**src/rtl/sd_cmd_engine_if.sv**
```systemverilog
// SD command-path bundle: host command register side, CMD line pins and
// response register write port.
interface sd_cmd_engine_if;
  logic        cmd_start;
  logic [15:0] cmd_in;
  logic [31:0] arg_in;
  logic        sd_bit_en;
  logic        sd_cmd_out;
  logic        sd_cmd_oe;
  logic        sd_cmd_in;
  logic [31:0] resp0_d;
  logic [31:0] resp1_d;
  logic [31:0] resp2_d;
  logic [31:0] resp3_d;
  logic        resp0_we;
  logic        resp1_we;
  logic        resp2_we;
  logic        resp3_we;
  logic        cmd_inhibit;
  logic        cmd_complete;
  logic        timeout_err;
  logic        crc_err;
  logic        end_bit_err;
  logic        index_err;

  modport slave (
    input  cmd_start, cmd_in, arg_in, sd_bit_en, sd_cmd_in,
    output sd_cmd_out, sd_cmd_oe,
    output resp0_d, resp1_d, resp2_d, resp3_d,
    output resp0_we, resp1_we, resp2_we, resp3_we,
    output cmd_inhibit, cmd_complete, timeout_err, crc_err, end_bit_err, index_err
  );

  modport master (
    output cmd_start, cmd_in, arg_in, sd_bit_en, sd_cmd_in,
    input  sd_cmd_out, sd_cmd_oe,
    input  resp0_d, resp1_d, resp2_d, resp3_d,
    input  resp0_we, resp1_we, resp2_we, resp3_we,
    input  cmd_inhibit, cmd_complete, timeout_err, crc_err, end_bit_err, index_err
  );
endinterface

```
**src/rtl/sd_cmd_engine.sv**
```systemverilog
// SD command engine: serialises a 48-bit command frame on CMD, then collects
// and checks an optional 48- or 136-bit response, one bit per SD clock strobe.
module sd_cmd_engine #(
  parameter int RESP_TIMEOUT = 64
) (
  input  logic             clk,
  input  logic             reset,
  sd_cmd_engine_if.slave   bus
);

  typedef enum logic [2:0] {
    IDLE = 3'd0,
    SEND = 3'd1,
    WAIT = 3'd2,
    RECV = 3'd3,
    DONE = 3'd4
  } state_t;

  localparam logic [7:0] TMO_LAST   = 8'(RESP_TIMEOUT - 1);
  localparam logic [7:0] FRAME_BITS = 8'd48;
  localparam logic [7:0] LAST48     = 8'd46;
  localparam logic [7:0] LAST136    = 8'd134;

  function automatic logic [6:0] crc7_step(input logic [6:0] crc, input logic b);
    logic fb;
    fb = b ^ crc[6];
    return {crc[5:0], 1'b0} ^ (fb ? 7'h09 : 7'h00);
  endfunction

  function automatic logic [47:0] build_frame(input logic [5:0] idx, input logic [31:0] arg);
    logic [39:0] body;
    logic [6:0]  crc;
    body = {2'b01, idx, arg};
    crc  = 7'h00;
    for (int i = 39; i >= 0; i--) begin
      crc = crc7_step(crc, body[i]);
    end
    return {body, crc, 1'b1};
  endfunction

  state_t        state_r, state_s;
  logic [7:0]    bit_cnt_r, bit_cnt_s;
  logic [7:0]    tmo_cnt_r, tmo_cnt_s;
  logic [47:0]   frame_r, frame_s;
  logic [5:0]    idx_r, idx_s;
  logic [1:0]    rtype_r, rtype_s;
  logic [134:0]  shreg_r, shreg_s;
  logic [6:0]    crc_r, crc_s;
  logic          out_r, out_s;
  logic          oe_r, oe_s;
  logic          inhibit_r, inhibit_s;
  logic          complete_r, complete_s;
  logic          tmo_err_r, tmo_err_s;
  logic          crc_err_r, crc_err_s;
  logic          end_err_r, end_err_s;
  logic          idx_err_r, idx_err_s;
  logic          we0_r, we0_s;
  logic          we_hi_r, we_hi_s;
  logic [31:0]   resp0_r, resp0_s, resp1_r, resp1_s, resp2_r, resp2_s, resp3_r, resp3_s;
  logic [135:0]  rx_vec_s;
  logic [7:0]    rx_pos_s;
  logic          long_s;
  logic          unused_s;

  assign unused_s = ^{bus.cmd_in[15:14], bus.cmd_in[7:2], rx_vec_s[135:128]};

  // Next-state and next-output computation for the whole engine.
  always_comb begin
    state_s    = state_r;
    bit_cnt_s  = bit_cnt_r;
    tmo_cnt_s  = tmo_cnt_r;
    frame_s    = frame_r;
    idx_s      = idx_r;
    rtype_s    = rtype_r;
    shreg_s    = shreg_r;
    crc_s      = crc_r;
    out_s      = out_r;
    oe_s       = oe_r;
    inhibit_s  = inhibit_r;
    complete_s = 1'b0;
    tmo_err_s  = 1'b0;
    crc_err_s  = 1'b0;
    end_err_s  = 1'b0;
    idx_err_s  = 1'b0;
    we0_s      = 1'b0;
    we_hi_s    = 1'b0;
    resp0_s    = resp0_r;
    resp1_s    = resp1_r;
    resp2_s    = resp2_r;
    resp3_s    = resp3_r;
    // Response bit k counts from the start bit (k = 0).
    rx_vec_s   = {shreg_r, bus.sd_cmd_in};
    rx_pos_s   = bit_cnt_r + 8'd1;
    long_s     = (rtype_r == 2'b01);

    case (state_r)
      IDLE: begin
        out_s     = 1'b1;
        oe_s      = 1'b0;
        inhibit_s = 1'b0;
        if (bus.cmd_start) begin
          idx_s     = bus.cmd_in[13:8];
          rtype_s   = bus.cmd_in[1:0];
          frame_s   = build_frame(bus.cmd_in[13:8], bus.arg_in);
          oe_s      = 1'b1;
          inhibit_s = 1'b1;
          bit_cnt_s = 8'd0;
          tmo_cnt_s = 8'd0;
          state_s   = SEND;
        end else begin
          state_s   = IDLE;
        end
      end

      SEND: begin
        if (bus.sd_bit_en) begin
          if (bit_cnt_r == FRAME_BITS) begin
            oe_s      = 1'b0;
            out_s     = 1'b1;
            bit_cnt_s = 8'd0;
            tmo_cnt_s = 8'd0;
            if (rtype_r == 2'b00) begin
              complete_s = 1'b1;
              state_s    = DONE;
            end else begin
              state_s    = WAIT;
            end
          end else begin
            out_s     = frame_r[47];
            frame_s   = {frame_r[46:0], 1'b1};
            bit_cnt_s = bit_cnt_r + 8'd1;
          end
        end else begin
          state_s = SEND;
        end
      end

      WAIT: begin
        if (bus.sd_bit_en) begin
          if (!bus.sd_cmd_in) begin
            shreg_s   = '0;
            crc_s     = 7'h00;
            bit_cnt_s = 8'd0;
            tmo_cnt_s = 8'd0;
            state_s   = RECV;
          end else if (tmo_cnt_r == TMO_LAST) begin
            tmo_err_s = 1'b1;
            bit_cnt_s = 8'd0;
            tmo_cnt_s = 8'd0;
            state_s   = DONE;
          end else begin
            tmo_cnt_s = tmo_cnt_r + 8'd1;
          end
        end else begin
          state_s = WAIT;
        end
      end

      RECV: begin
        if (bus.sd_bit_en) begin
          shreg_s = rx_vec_s[134:0];
          // CRC covers [47:8] of R1-style frames and [127:8] of R2 frames.
          if (long_s ? (rx_pos_s >= 8'd8 && rx_pos_s <= 8'd127) : (rx_pos_s <= 8'd39)) begin
            crc_s = crc7_step(crc_r, bus.sd_cmd_in);
          end else begin
            crc_s = crc_r;
          end
          if (bit_cnt_r == (long_s ? LAST136 : LAST48)) begin
            crc_err_s  = (rx_vec_s[7:1] != crc_r);
            end_err_s  = ~rx_vec_s[0];
            complete_s = 1'b1;
            we0_s      = 1'b1;
            resp0_s    = rx_vec_s[39:8];
            bit_cnt_s  = 8'd0;
            tmo_cnt_s  = 8'd0;
            state_s    = DONE;
            if (long_s) begin
              resp1_s = rx_vec_s[71:40];
              resp2_s = rx_vec_s[103:72];
              resp3_s = {8'h00, rx_vec_s[127:104]};
              we_hi_s = 1'b1;
            end else begin
              idx_err_s = (rx_vec_s[45:40] != idx_r);
            end
          end else begin
            bit_cnt_s = bit_cnt_r + 8'd1;
          end
        end else begin
          state_s = RECV;
        end
      end

      DONE: begin
        inhibit_s = 1'b0;
        bit_cnt_s = 8'd0;
        tmo_cnt_s = 8'd0;
        state_s   = IDLE;
      end

      default: begin
        out_s     = 1'b1;
        oe_s      = 1'b0;
        inhibit_s = 1'b0;
        state_s   = IDLE;
      end
    endcase
  end

  // State and output registers; reset aborts any frame and releases CMD.
  always_ff @(posedge clk or posedge reset) begin
    if (reset) begin
      state_r    <= IDLE;
      bit_cnt_r  <= 8'd0;
      tmo_cnt_r  <= 8'd0;
      frame_r    <= 48'h0;
      idx_r      <= 6'd0;
      rtype_r    <= 2'b00;
      shreg_r    <= '0;
      crc_r      <= 7'h00;
      out_r      <= 1'b1;
      oe_r       <= 1'b0;
      inhibit_r  <= 1'b0;
      complete_r <= 1'b0;
      tmo_err_r  <= 1'b0;
      crc_err_r  <= 1'b0;
      end_err_r  <= 1'b0;
      idx_err_r  <= 1'b0;
      we0_r      <= 1'b0;
      we_hi_r    <= 1'b0;
      resp0_r    <= 32'h0;
      resp1_r    <= 32'h0;
      resp2_r    <= 32'h0;
      resp3_r    <= 32'h0;
    end else begin
      state_r    <= state_s;
      bit_cnt_r  <= bit_cnt_s;
      tmo_cnt_r  <= tmo_cnt_s;
      frame_r    <= frame_s;
      idx_r      <= idx_s;
      rtype_r    <= rtype_s;
      shreg_r    <= shreg_s;
      crc_r      <= crc_s;
      out_r      <= out_s;
      oe_r       <= oe_s;
      inhibit_r  <= inhibit_s;
      complete_r <= complete_s;
      tmo_err_r  <= tmo_err_s;
      crc_err_r  <= crc_err_s;
      end_err_r  <= end_err_s;
      idx_err_r  <= idx_err_s;
      we0_r      <= we0_s;
      we_hi_r    <= we_hi_s;
      resp0_r    <= resp0_s;
      resp1_r    <= resp1_s;
      resp2_r    <= resp2_s;
      resp3_r    <= resp3_s;
    end
  end

  assign bus.sd_cmd_out   = out_r;
  assign bus.sd_cmd_oe    = oe_r;
  assign bus.cmd_inhibit  = inhibit_r;
  assign bus.cmd_complete = complete_r;
  assign bus.timeout_err  = tmo_err_r;
  assign bus.crc_err      = crc_err_r;
  assign bus.end_bit_err  = end_err_r;
  assign bus.index_err    = idx_err_r;
  assign bus.resp0_we     = we0_r;
  assign bus.resp1_we     = we_hi_r;
  assign bus.resp2_we     = we_hi_r;
  assign bus.resp3_we     = we_hi_r;
  assign bus.resp0_d      = resp0_r;
  assign bus.resp1_d      = resp1_r;
  assign bus.resp2_d      = resp2_r;
  assign bus.resp3_d      = resp3_r;

endmodule

```
**src/flat_wrapper.sv**
```systemverilog
// flat-port wrapper written by rule: the top's interface ports become plain ports
module sd_cmd_engine_flat 
#(
  parameter int RESP_TIMEOUT = 64
)
  (clk, reset, bus_cmd_start, bus_cmd_in, bus_arg_in, bus_sd_bit_en, bus_sd_cmd_in, bus_sd_cmd_out, bus_sd_cmd_oe, bus_resp0_d, bus_resp1_d, bus_resp2_d, bus_resp3_d, bus_resp0_we, bus_resp1_we, bus_resp2_we, bus_resp3_we, bus_cmd_inhibit, bus_cmd_complete, bus_timeout_err, bus_crc_err, bus_end_bit_err, bus_index_err);
  sd_cmd_engine_if bus_i ();
  input  logic clk;
  input  logic reset;
  input wire logic [$bits(bus_i.cmd_start)-1:0] bus_cmd_start;
  input wire logic [$bits(bus_i.cmd_in)-1:0] bus_cmd_in;
  input wire logic [$bits(bus_i.arg_in)-1:0] bus_arg_in;
  input wire logic [$bits(bus_i.sd_bit_en)-1:0] bus_sd_bit_en;
  input wire logic [$bits(bus_i.sd_cmd_in)-1:0] bus_sd_cmd_in;
  output wire logic [$bits(bus_i.sd_cmd_out)-1:0] bus_sd_cmd_out;
  output wire logic [$bits(bus_i.sd_cmd_oe)-1:0] bus_sd_cmd_oe;
  output wire logic [$bits(bus_i.resp0_d)-1:0] bus_resp0_d;
  output wire logic [$bits(bus_i.resp1_d)-1:0] bus_resp1_d;
  output wire logic [$bits(bus_i.resp2_d)-1:0] bus_resp2_d;
  output wire logic [$bits(bus_i.resp3_d)-1:0] bus_resp3_d;
  output wire logic [$bits(bus_i.resp0_we)-1:0] bus_resp0_we;
  output wire logic [$bits(bus_i.resp1_we)-1:0] bus_resp1_we;
  output wire logic [$bits(bus_i.resp2_we)-1:0] bus_resp2_we;
  output wire logic [$bits(bus_i.resp3_we)-1:0] bus_resp3_we;
  output wire logic [$bits(bus_i.cmd_inhibit)-1:0] bus_cmd_inhibit;
  output wire logic [$bits(bus_i.cmd_complete)-1:0] bus_cmd_complete;
  output wire logic [$bits(bus_i.timeout_err)-1:0] bus_timeout_err;
  output wire logic [$bits(bus_i.crc_err)-1:0] bus_crc_err;
  output wire logic [$bits(bus_i.end_bit_err)-1:0] bus_end_bit_err;
  output wire logic [$bits(bus_i.index_err)-1:0] bus_index_err;
  assign bus_i.cmd_start = bus_cmd_start;
  assign bus_i.cmd_in = bus_cmd_in;
  assign bus_i.arg_in = bus_arg_in;
  assign bus_i.sd_bit_en = bus_sd_bit_en;
  assign bus_i.sd_cmd_in = bus_sd_cmd_in;
  assign bus_sd_cmd_out = bus_i.sd_cmd_out;
  assign bus_sd_cmd_oe = bus_i.sd_cmd_oe;
  assign bus_resp0_d = bus_i.resp0_d;
  assign bus_resp1_d = bus_i.resp1_d;
  assign bus_resp2_d = bus_i.resp2_d;
  assign bus_resp3_d = bus_i.resp3_d;
  assign bus_resp0_we = bus_i.resp0_we;
  assign bus_resp1_we = bus_i.resp1_we;
  assign bus_resp2_we = bus_i.resp2_we;
  assign bus_resp3_we = bus_i.resp3_we;
  assign bus_cmd_inhibit = bus_i.cmd_inhibit;
  assign bus_cmd_complete = bus_i.cmd_complete;
  assign bus_timeout_err = bus_i.timeout_err;
  assign bus_crc_err = bus_i.crc_err;
  assign bus_end_bit_err = bus_i.end_bit_err;
  assign bus_index_err = bus_i.index_err;
  sd_cmd_engine #(.RESP_TIMEOUT(RESP_TIMEOUT)) u_core (.clk(clk), .reset(reset), .bus(bus_i));
endmodule
```
**config.mk**
```make
export PLATFORM = sky130hd
export DESIGN_NAME = sd_cmd_engine_flat
export DESIGN_NICKNAME = d
export VERILOG_FILES = /design/src/rtl/sd_cmd_engine_if.sv /design/src/rtl/sd_cmd_engine.sv /design/src/flat_wrapper.sv
export SDC_FILE = /design/constraint.sdc
export NUM_CORES = 1
export LEC_CHECK = 0
export ABC_CLOCK_PERIOD_IN_PS = 27200
export BUFFER_PORTS_ARGS = -buffer_cell sky130_fd_sc_hd__clkbuf_2
export CAP_MARGIN = 10
export CORE_UTILIZATION = 45
export DETAILED_ROUTE_END_ITERATION = 16
export GPL_TIMING_DRIVEN = 1
export HOLD_SLACK_MARGIN = 0.06
export MAX_ROUTING_LAYER = met4
export SYNTH_ARGS = -nofsm -noshare
export SYNTH_HDL_FRONTEND = slang
export SYNTH_SLANG_ARGS = --single-unit
export TNS_END_PERCENT = 100
```
**constraint.sdc**
```tcl
create_clock -name clk -period 27.2 [get_ports clk]
set_clock_uncertainty 0.05 [all_clocks]
set_input_delay 2.72 -clock clk [delete_from_list [all_inputs] [get_ports clk]]
set_output_delay 2.72 -clock clk [all_outputs]
set_load 0.005 [all_outputs]
```
; Word-level counts from Yosys, hierarchy flattened
; Index checks and enable logic that the tools add are counted.
[classes]
muxes = 114
reduce_logical = 19
n_eq_ne = 23
magnitude_cmp = 3
addsub = 2
n_bitwise = 79
[ops]
columns = op, count
row1 = $mux W127, 3
row2 = $xor A7 B7 Y7, 38
row3 = $pmux W127 S2, 1
row4 = $mux W4, 39
row5 = $mux W48, 3
row6 = $mux W8, 16
row7 = $pmux W48 S2, 1
row8 = $pmux W8 S5, 2
row9 = $xor A1 B1 Y1, 37
row10 = $mux W1, 31
row11 = $mux W7, 4
row12 = $mux W3, 8
row13 = $add A8 B1 Y8 const B, 2
row14 = $eq A8 B6 Y1 const B, 2
row15 = $pmux W7 S2, 1
row16 = $ne A2 B2 Y1 const B, 6
row17 = $pmux W3 S4, 1
row18 = $reduce_and A4 Y1, 3
row19 = $ne A3 B2 Y1 const B, 3
row20 = $reduce_and A3 Y1, 3
row21 = $eq A8 B8 Y1, 1
row22 = $ge A8 B4 Y1 const B, 1
row23 = $le A8 B6 Y1 const B, 1
row24 = $le A8 B7 Y1 const B, 1
row25 = 23 further kinds, 32
[totals]
in_bits = 53
word_cells = 262
ff_bits = 339

; Longest topological paths before layout
; Gate-level depths: netlist (run 1).
[depth]
ltp_word = 113
depth_mapped = 12
ltp_nobuf = 9

; Least setup slack after synthesis (run 1)
; Ideal clock, no wire load.
[synth_path]
kind = input port to flip-flop
startpoint = input bus_cmd_in[9]
endpoint = register u_core.frame_r[2]
n_path_buf = 1
path_slack_ns = 22.306
stages = 7
arrival_ns = 4.713
cell_sequence = buf_2 xor3_2 xnor2_1 xnor3_2 xnor3_2 and3_1 or3b_1
[synth_via]
elab_chain_cells = 54
word_cells_on_any_way = 66
[synth_rtl]
columns = item, line
row1 = "start, declared", flat_wrapper.sv:11  ; input wire logic [$bits(bus_i.cmd_in)-1:0] bus_cmd_in;
row2 = $xor A1 B1 Y1 *, sd_cmd_engine.sv:26  ; fb = b ^ crc[6];
row3 = $mux W4 *, sd_cmd_engine.sv:27  ; return {crc[5:0], 1'b0} ^ (fb ? 7'h09 : 7'h00);
row4 = $xor A7 B7 Y7 * (4 in series), sd_cmd_engine.sv:27
row5 = $xor A1 B1 Y1, sd_cmd_engine.sv:26
row6 = $mux W4, sd_cmd_engine.sv:27
row7 = $xor A7 B7 Y7 * (4 in series), sd_cmd_engine.sv:27
row8 = $xor A1 B1 Y1, sd_cmd_engine.sv:26
row9 = $mux W4, sd_cmd_engine.sv:27
row10 = [... 28 more ...], --
row11 = $xor A1 B1 Y1, sd_cmd_engine.sv:26
row12 = $mux W4, sd_cmd_engine.sv:27
row13 = $xor A7 B7 Y7 * (4 in series), sd_cmd_engine.sv:27
row14 = $xor A1 B1 Y1 *, sd_cmd_engine.sv:26
row15 = $mux W4 *, sd_cmd_engine.sv:27
row16 = $xor A7 B7 Y7 * (2 in series), sd_cmd_engine.sv:27
row17 = $mux W48 *, sd_cmd_engine.sv:101  ; if (bus.cmd_start) begin
row18 = $pmux W48 S2 *, sd_cmd_engine.sv:96  ; case (state_r)
row19 = "end signal, assigned", sd_cmd_engine.sv:238  ; frame_r <= frame_s;
row20 = "end, declared", sd_cmd_engine.sv:44  ; logic [47:0] frame_r, frame_s;
; Every way passes the cells marked *; elsewhere a longest branch is shown, timed or not. The select of a mux whose other input is x is not followed.
; A chain may end at the register's enable or synchronous reset.

; Worst setup path in the final report (run 1)
[layout_path]
startpoint = input bus_sd_bit_en
endpoint = register u_core.resp1_r[30], in the netlist u_core.bus.resp1_d[30]
[layout_via]
elab_chain_cells = 1
[layout_rtl]
columns = item, line
row1 = "start, declared", flat_wrapper.sv:13  ; input wire logic [$bits(bus_i.sd_bit_en)-1:0] bus_sd_bit_en;
row2 = $reduce_and A4 Y1 (no source line), --
row3 = "end signal, assigned", sd_cmd_engine.sv:254  ; resp1_r <= resp1_s;
row4 = "end, declared", sd_cmd_engine.sv:59  ; logic [31:0] resp0_r, resp0_s, resp1_r, resp1_s, resp2_r, resp2_s, resp3_r, resp3_s;
; Every way passes these cells.

==> results of run 1 <==
## power by group
| part | switching, mW | internal [mW] | total [mW] |
|---|---|---|---|
| Sequential | 0.0349 | 0.558 | 0.593 |
| Clock | 0.204 | 0.314 | 0.518 |
| Combinational | 0.223 | 0.126 | 0.349 |
| Total | 0.462 | 0.999 | 1.46 |
## cell type report
class                   count  area [µm²]  area share
clock buffers              50        1060      0.0619
multi-input cells         948        5870       0.341
inverters                  14        60.1     0.00349
flip-flops and latches    339        8480       0.493
well taps                 442         553      0.0321
repair buffers            188         971      0.0564
clock inverters            17         214      0.0124
## per-stage QoR
stage | instance area [µm²] | utilization | total power [mW]
after floorplan | 14800 | - | 0.877
after global placement | 15900 | 0.491 | 0.948
after detailed placement | 15900 | 0.491 | 0.955
after CTS | 17200 | 0.530 | 1.48
after global routing | 17200 | 0.530 | 1.55
final | 17200 | 0.530 | 1.46
## final timing paths
kind                                                 startpoint                                  to  slack, ns  cells past startpoint
worst max register to register  u_core.bit_cnt_r[0]$_DFFE_PP0P_  u_core.bus.resp1_d[30]$_DFFE_PP0P_      22.63                     10
min in group asynchronous                                 reset     u_core.tmo_cnt_r[1]$_DFFE_PP0P_       2.28                      2
max in group asynchronous                                 reset       u_core.bus.resp0_we$_DFF_PP0_      22.39                      4
worst min register to register    u_core.frame_r[0]$_DFFE_PP0P_       u_core.frame_r[0]$_DFFE_PP0P_       0.42                      1
worst min-delay path              u_core.frame_r[0]$_DFFE_PP0P_       u_core.frame_r[0]$_DFFE_PP0P_       0.42                      1
worst max-delay path                              bus_sd_bit_en  u_core.bus.resp1_d[30]$_DFFE_PP0P_      20.88                      9
## cell usage after synthesis, types with 15 or more instances
library cell / instances / area share
mux2_2: 90 / 0.069
xnor2_1: 43 / 0.025
nand2_1: 382 / 0.097
mux2_1: 35 / 0.027
xor2_1: 17 / 0.010
a31oi_1: 39 / 0.016
nor2_1: 56 / 0.014
clkbuf_1: 64 / 0.016
o21ai_0: 146 / 0.049
dfrtp_1: 338 / 0.57
buf_2: 15 / 0.0051
## metal layers
| metal | track usage | share of wire |
|---|---|---|
| met5 | - | 0 |
| met4 | 0.0423 | 0.016 |
| met3 | 0.0334 | 0.044 |
| met2 | 0.286 | 0.45 |
| met1 | 0.261 | 0.49 |
## flip-flops by register name (all words and copies together), names as in the netlist
| name | cells |
|---|---|
| u_core.shreg_r | 127 |
| u_core.frame_r | 48 |
| u_core.bus.resp0_d | 32 |
| u_core.bus.resp1_d | 32 |
| u_core.bus.resp2_d | 32 |
| u_core.bus.resp3_d | 24 |
| u_core.bit_cnt_r | 8 |
| u_core.tmo_cnt_r | 8 |
| u_core.crc_r | 7 |
| u_core.idx_r | 6 |
| u_core.state_r | 3 |
| u_core.rtype_r | 2 |
| u_core.bus.cmd_complete | 1 |
| u_core.bus.cmd_inhibit | 1 |
| u_core.bus.crc_err | 1 |
| u_core.bus.end_bit_err | 1 |
| u_core.bus.index_err | 1 |
| u_core.bus.resp0_we | 1 |
| u_core.bus.resp1_we | 1 |
| u_core.bus.sd_cmd_oe | 1 |
| u_core.bus.sd_cmd_out | 1 |
| u_core.bus.timeout_err | 1 |
## kinds of logic after synthesis
| group | count (synthesis) |
|---|---|
| multiplexers | 130 |
| AO/OA/AOI/OAI | 224 |
| flip-flops | 339 |
| XOR/XNOR | 80 |
| buffers and inverters | 109 |
| other | 1 |
| AND/OR/NAND/NOR | 502 |
| adder cells (fa/ha/maj) | 4 |
## critical path: cells and delay by family
kind	cells	cell delay (ns)
buf+inv	4	1.85
mux	1	0.41
simple gates	4	1.59
==> results.toml, run 1 <==
[run_status]
status = "completed"

[pwr]
peakVddDrop_uv = 61.4
leakagePower_nw = 8.34
pwr_density_cell_nw_per_um2 = 84.8

[timing]
period_share = 0.232
rsz0062_at_grt = "no"
fin_ws_ns = 20.88
finalHoldViolations = 0
min_period_ns = 6.32
max_freq_mhz = 158
relSlewSlack = 0.305
setup-violations-final = 0
whs_ns = 0.424
worst-slew-pin-transition_ns = 1.04
finalMaxSlewViolations = 0
setup_tns_ns = 0

[critical_path]
cp_slowest_stage_delay_ns = 0.68
cpMostUsedCell = "inv_2"
cp_slowest_cell = "nand2_2"
startpoint_type = "input port"
crit_fanout = 52
critical_path_class = "input port to register"
path_cells = "clkbuf_2 -> nor2b_1 -> nand3_1 -> or2_1 -> inv_2 -> nand2_2 -> inv_2 -> buf_4 -> mux2_2"
arrival_ns = 6.68
required_ns = 27.56
end_kind = "register"

[run]
maxCapViolCount = 0

[synthesis]
synthArstFlopShare = 1.00
synthXorXnorAreaFrac = 0.0662
synth_top_family_by_area = "simple AND/OR/NAND/NOR gates"
synth-seq-area-share = 0.574
mappedNetlistArea_um2 = 14800
synth-adder-area-share = 0.00338
synth_flop_cell = "dfrtp_1"
synthSimpleGateAreaFrac = 0.139
postSynthAreaPerCell_um2 = 10.7
syn_inst = 1389
synth-compound-area-share = 0.0855
ys_ff_latch = 339
yosysUniqueCellTypes = 62
synthMuxAreaShare = 0.0985
synth_edf_count = 0
ys_warn_count = 0

[floorplan]
core.rowCount = 66
die_y_um = 183
die_x_um = 183
die-area_um2 = 33600
ios = 193
initial_core_util = 0.456
core_area_um2 = 32500

[cells_and_area]
diodes = 0
instances_no_fill = 1998
fillers = 2934
final_nets = 1585
syn_to_final_growth_pct = 16.4
final_common_cell = "nand2_1"
drive_above_1_share = 0.231
mostFrequentLayoutCells = "nand2_1, dfrtp_1, clkbuf_2"

[routing]
avgRoutedWirePerCell_um = 14.9
viasPerCell = 5.01
drt_pass1_iterations = 5
first_iter_violations = 640
ant_nets = 0
vias = 10000
drc = 0
wl_um = 29800

[placed_design]
place.port_buffers = 176
pre_cts_slack_ns = 20.19
gp_congestion = 0.804
dp_cells = 1931
dpl.hpwl_um = 19000

[clocking]
ctsHoldBuffers = 0
root_buffer = "clkbuf_16"
cts-resized-gates = 0
htreeDepth = 2
clock_path_buffers = 3
clkTransAtPathRegs_ns = 0.06
cts.sinks = 339
cts_tree = "built"
clock_latency_ns = 0.53
cts_made_buffers = 37
post_cts_buffers = 0

[grt]
grt_pass1_vias = 9670
track_usage = 0.187
antenna_found_initial = 0
grt_pass1_wl_um = 50100
grt_start_max_net_pins = 113
overflow = 0

[hold_path]
hp-class = "register to register"
Power figures use the tool's default switching activity.
==> run 2: changes to the inputs <==
--- a/config.mk
+++ b/config.mk
@@ -5,7 +5,8 @@
 export SDC_FILE = /design/constraint.sdc
 export NUM_CORES = 1
 export LEC_CHECK = 0
-export ABC_CLOCK_PERIOD_IN_PS = 27200
+export ABC_AREA = 1
+export ABC_CLOCK_PERIOD_IN_PS = 5300
 export BUFFER_PORTS_ARGS = -buffer_cell sky130_fd_sc_hd__clkbuf_2
 export CAP_MARGIN = 10
 export CORE_UTILIZATION = 45
@@ -13,6 +14,7 @@
 export GPL_TIMING_DRIVEN = 1
 export HOLD_SLACK_MARGIN = 0.06
 export MAX_ROUTING_LAYER = met4
+export PLACE_DENSITY = 0.67
 export SYNTH_ARGS = -nofsm -noshare
 export SYNTH_HDL_FRONTEND = slang
 export SYNTH_SLANG_ARGS = --single-unit
==> constraint.sdc (replaced) <==
create_clock -name clk -period 5.3 [get_ports clk]
set_clock_uncertainty 0.05 [all_clocks]
set_input_delay 0.53 -clock clk [delete_from_list [all_inputs] [get_ports clk]]
set_output_delay 0.53 -clock clk [all_outputs]
set_load 0.005 [all_outputs]
==> run 2 against run 1 <==
Net effect: utilization grew 0.62 points; clock power rose to 5.2 times the previous value; via count increased by 19%; combinational power rose to 5.9 times the previous value; largest cell class unchanged; highest routed layer unchanged; critical endpoint is now u_core.bus.resp2_d[24]$_DFFE_PP0P_; count of clock-buffer cells in the layout increased by 7; hold slack lost 0.23 ns.
==> results.toml, run 2 <==
[cells_and_area]
reg_top3 = "u_core.shreg_r: 127 flops, u_core.frame_r: 48 flops"
drive_above_1_share = 0.154
fillers = 3086
mostFrequentLayoutCells = "nand2_1, dfrtp_1, o21ai_0"
multi_input_area_um2 = 5350
final_nets = 1958
regArea_um2 = 8480
final_common_cell = "nand2_1"
top_register = "u_core.shreg_r"
largest_reg_flops = 127
syn_to_final_growth_pct = 16.0

[synthesis]
synth_most_common_cell = "nand2_1"
ys_ff_latch = 339
yosysUniqueCellTypes = 43
netlist.area_leader.share = 0.556
syn_inst = 1772
synth-seq-area-share = 0.558
synth.largest_area_cell = "dfrtp_1"
synthArstFlopShare = 1.00
ys_top_cells_by_area = "dfrtp_1, o21ai_0, nand2_1"
synth_flop_cell = "dfrtp_1"
mappedNetlistArea_um2 = 15200
synthTopCellsByCount = "nand2_1, dfrtp_1, o21ai_0"
ys_warn_count = 0
synth_edf_count = 0
postSynthAreaPerCell_um2 = 8.58

[routing]
ant_nets = 0
first_iter_violations = 721
viasPerCell = 5.03
drc = 0
drt_pass1_iterations = 4
wl_um = 32500
vias = 11900
avgRoutedWirePerCell_um = 13.7

[critical_path]
cpMostUsedCell = "nor2_1"
r2r_start = "u_core.state_r[2]$_DFFE_PP0P_"
endpoint = "u_core.bus.resp2_d[24]$_DFFE_PP0P_"
cp_slowest_cell = "nor2_4"
r2r_cells = 13
crit_fanout = 108
startpoint_type = "register"
cp_top_family = "simple AND/OR/NAND/NOR gates"
path_cells = "nor2_1 -> inv_1 -> nor2_4 -> inv_2 -> nor2_1 -> inv_1 -> nor2_1 -> inv_2 -> nor2_4 -> inv_4 -> buf_12 -> nand2_1 -> o21ai_0"
r2r_end = "u_core.bus.resp2_d[24]$_DFFE_PP0P_"
end_kind = "register"
critical_path_class = "register to register"
cp_slowest_stage_delay_ns = 0.58
crit_path_start = "u_core.state_r[2]$_DFFE_PP0P_"
required_ns = 5.63
arrival_ns = 3.61
reg2reg_slack_ns = 2.02
timing.critical_path.buf_inv = 6
path_depth = 13

[hold_path]
min_path_cells = 2
hp-class = "input port to register"

[pwr]
pwr_density_cell_nw_per_um2 = 444
finalPower_mw = 7.84
peakVddDrop_uv = 288
leakagePower_nw = 8.61

[clocking]
clock_latency_ns = 0.52
clock_path_buffers = 3
cts_tree = "built"
root_buffer = "clkbuf_16"
clkTransAtPathRegs_ns = 0.06
cts_made_buffers = 37
cts.sinks = 339
cts-resized-gates = 0
ctsHoldBuffers = 0
post_cts_buffers = 0
htreeDepth = 2

[floorplan]
core_area_um2 = 32900
die_x_um = 186
die_y_um = 186
initial_core_util = 0.462
ios = 193
die-area_um2 = 34500
core.rowCount = 66

[grt]
grt_start_max_net_pins = 171
track_usage = 0.197
antenna_found_initial = 1
grt_pass1_wl_um = 53600
overflow = 0
grt_pass1_vias = 11100

[timing]
period_share = 0.619
min_period_ns = 3.28
setup_tns_ns = 0
max_freq_mhz = 305
worst-slew-pin-transition_ns = 1.12
rsz0062_at_grt = "no"
relSlewSlack = 0.251
setup-violations-final = 0
finalMaxSlewViolations = 0
finalHoldViolations = 0

[run]
maxCapViolCount = 0

[placed_design]
gp_congestion = 0.906
dpl.hpwl_um = 21500
place.port_buffers = 176

[run_status]
status = "completed"
run 2: changes by cell type after synthesis, sizes merged, moves of 5 or more:
cell    previous run  this run
xnor3             16         0
xnor2             44        10
clkbuf            64        74
nand3             12       185
nor2              56        43
mux2i              5         0
inv               14       256
a31oi             39         0
o211ai             1        38
o22ai              1         9
mux2             125         1
and3               8         0
o21ai            149       307
nand2            383       405
run 2: worst min-delay path by stage:
stage | startpoint | endpoint
floorplan | u_core.frame_r[0]$_DFFE_PP0P_ | u_core.frame_r[0]$_DFFE_PP0P_
global placement | u_core.frame_r[0]$_DFFE_PP0P_ | u_core.frame_r[0]$_DFFE_PP0P_
detailed placement | u_core.frame_r[0]$_DFFE_PP0P_ | u_core.frame_r[0]$_DFFE_PP0P_
CTS | bus_cmd_in[1] | u_core.rtype_r[1]$_DFFE_PP0P_
global route | bus_cmd_in[1] | u_core.rtype_r[1]$_DFFE_PP0P_
finish | bus_cmd_in[1] | u_core.rtype_r[1]$_DFFE_PP0P_
run 2: final cells by class:
| class | count | area share |
|---|---|---|
| well taps | 442 | 0.0314 |
| diodes | 1 | 0.000142 |
| inverters | 256 | 0.0553 |
| clock buffers | 57 | 0.0614 |
| repair buffers | 185 | 0.0559 |
| clock inverters | 10 | 0.0114 |
| multi-input cells | 1082 | 0.303 |
| flip-flops and latches | 339 | 0.481 |
run 2: logic make-up after synthesis:
group | count (synthesis) | synth area share
and+or+nand+nor | 658 | 0.190
AOI/OAI and AO/OA | 383 | 0.136
buffers and inverters | 358 | 0.0929
DFF | 339 | 0.558
xor gates and xnor gates | 28 | 0.0189
adders and majority gates | 4 | 0.00329
other | 1 | 0.000247
muxes | 1 | 0.000741
run 2: worst register-to-register path: stages, from the launching register on:
cell and delay (ns):
dfrtp_1 0.46, nor2_1 0.28, inv_1 0.13, nor2_4 0.58
inv_2 0.15, nor2_1 0.16, inv_1 0.11, nor2_1 0.18
inv_2 0.07, nor2_4 0.18, inv_4 0.25, buf_12 0.31
nand2_1 0.13, o21ai_0 0.09
run 2: where the power goes:
part / leakage (nW) / switching (mW) / total (mW) / internal (mW)
clock: 0.626 / 1.02 / 2.68 / 1.66
combinational: 3.64 / 1.46 / 2.07 / 0.605
sequential: 4.34 / 0.156 / 3.08 / 2.93
run 2: metrics by stage:
stage          area (µm²)  cells  setup slack (ns)  hold WS [ns]  utilization
3_5_place_dp        16300   2304              2.07         0.399        0.497
6_report            17600   2372              2.02         0.198        0.537
3_3_place_gp        16300   2304              2.10         0.389        0.497
4_1_cts             17600   2371              2.05         0.183        0.537
5_1_grt             17600   2372              1.73         0.190        0.537
2_1_floorplan       15200   1779             0.188         0.372            -
run 2: metal layers:
layer / global-route usage / routed length (µm)
met1: 0.263 / 15300
met4: 0.0593 / 671
met2: 0.302 / 14500
met5: - / 0
met3: 0.0419 / 2040
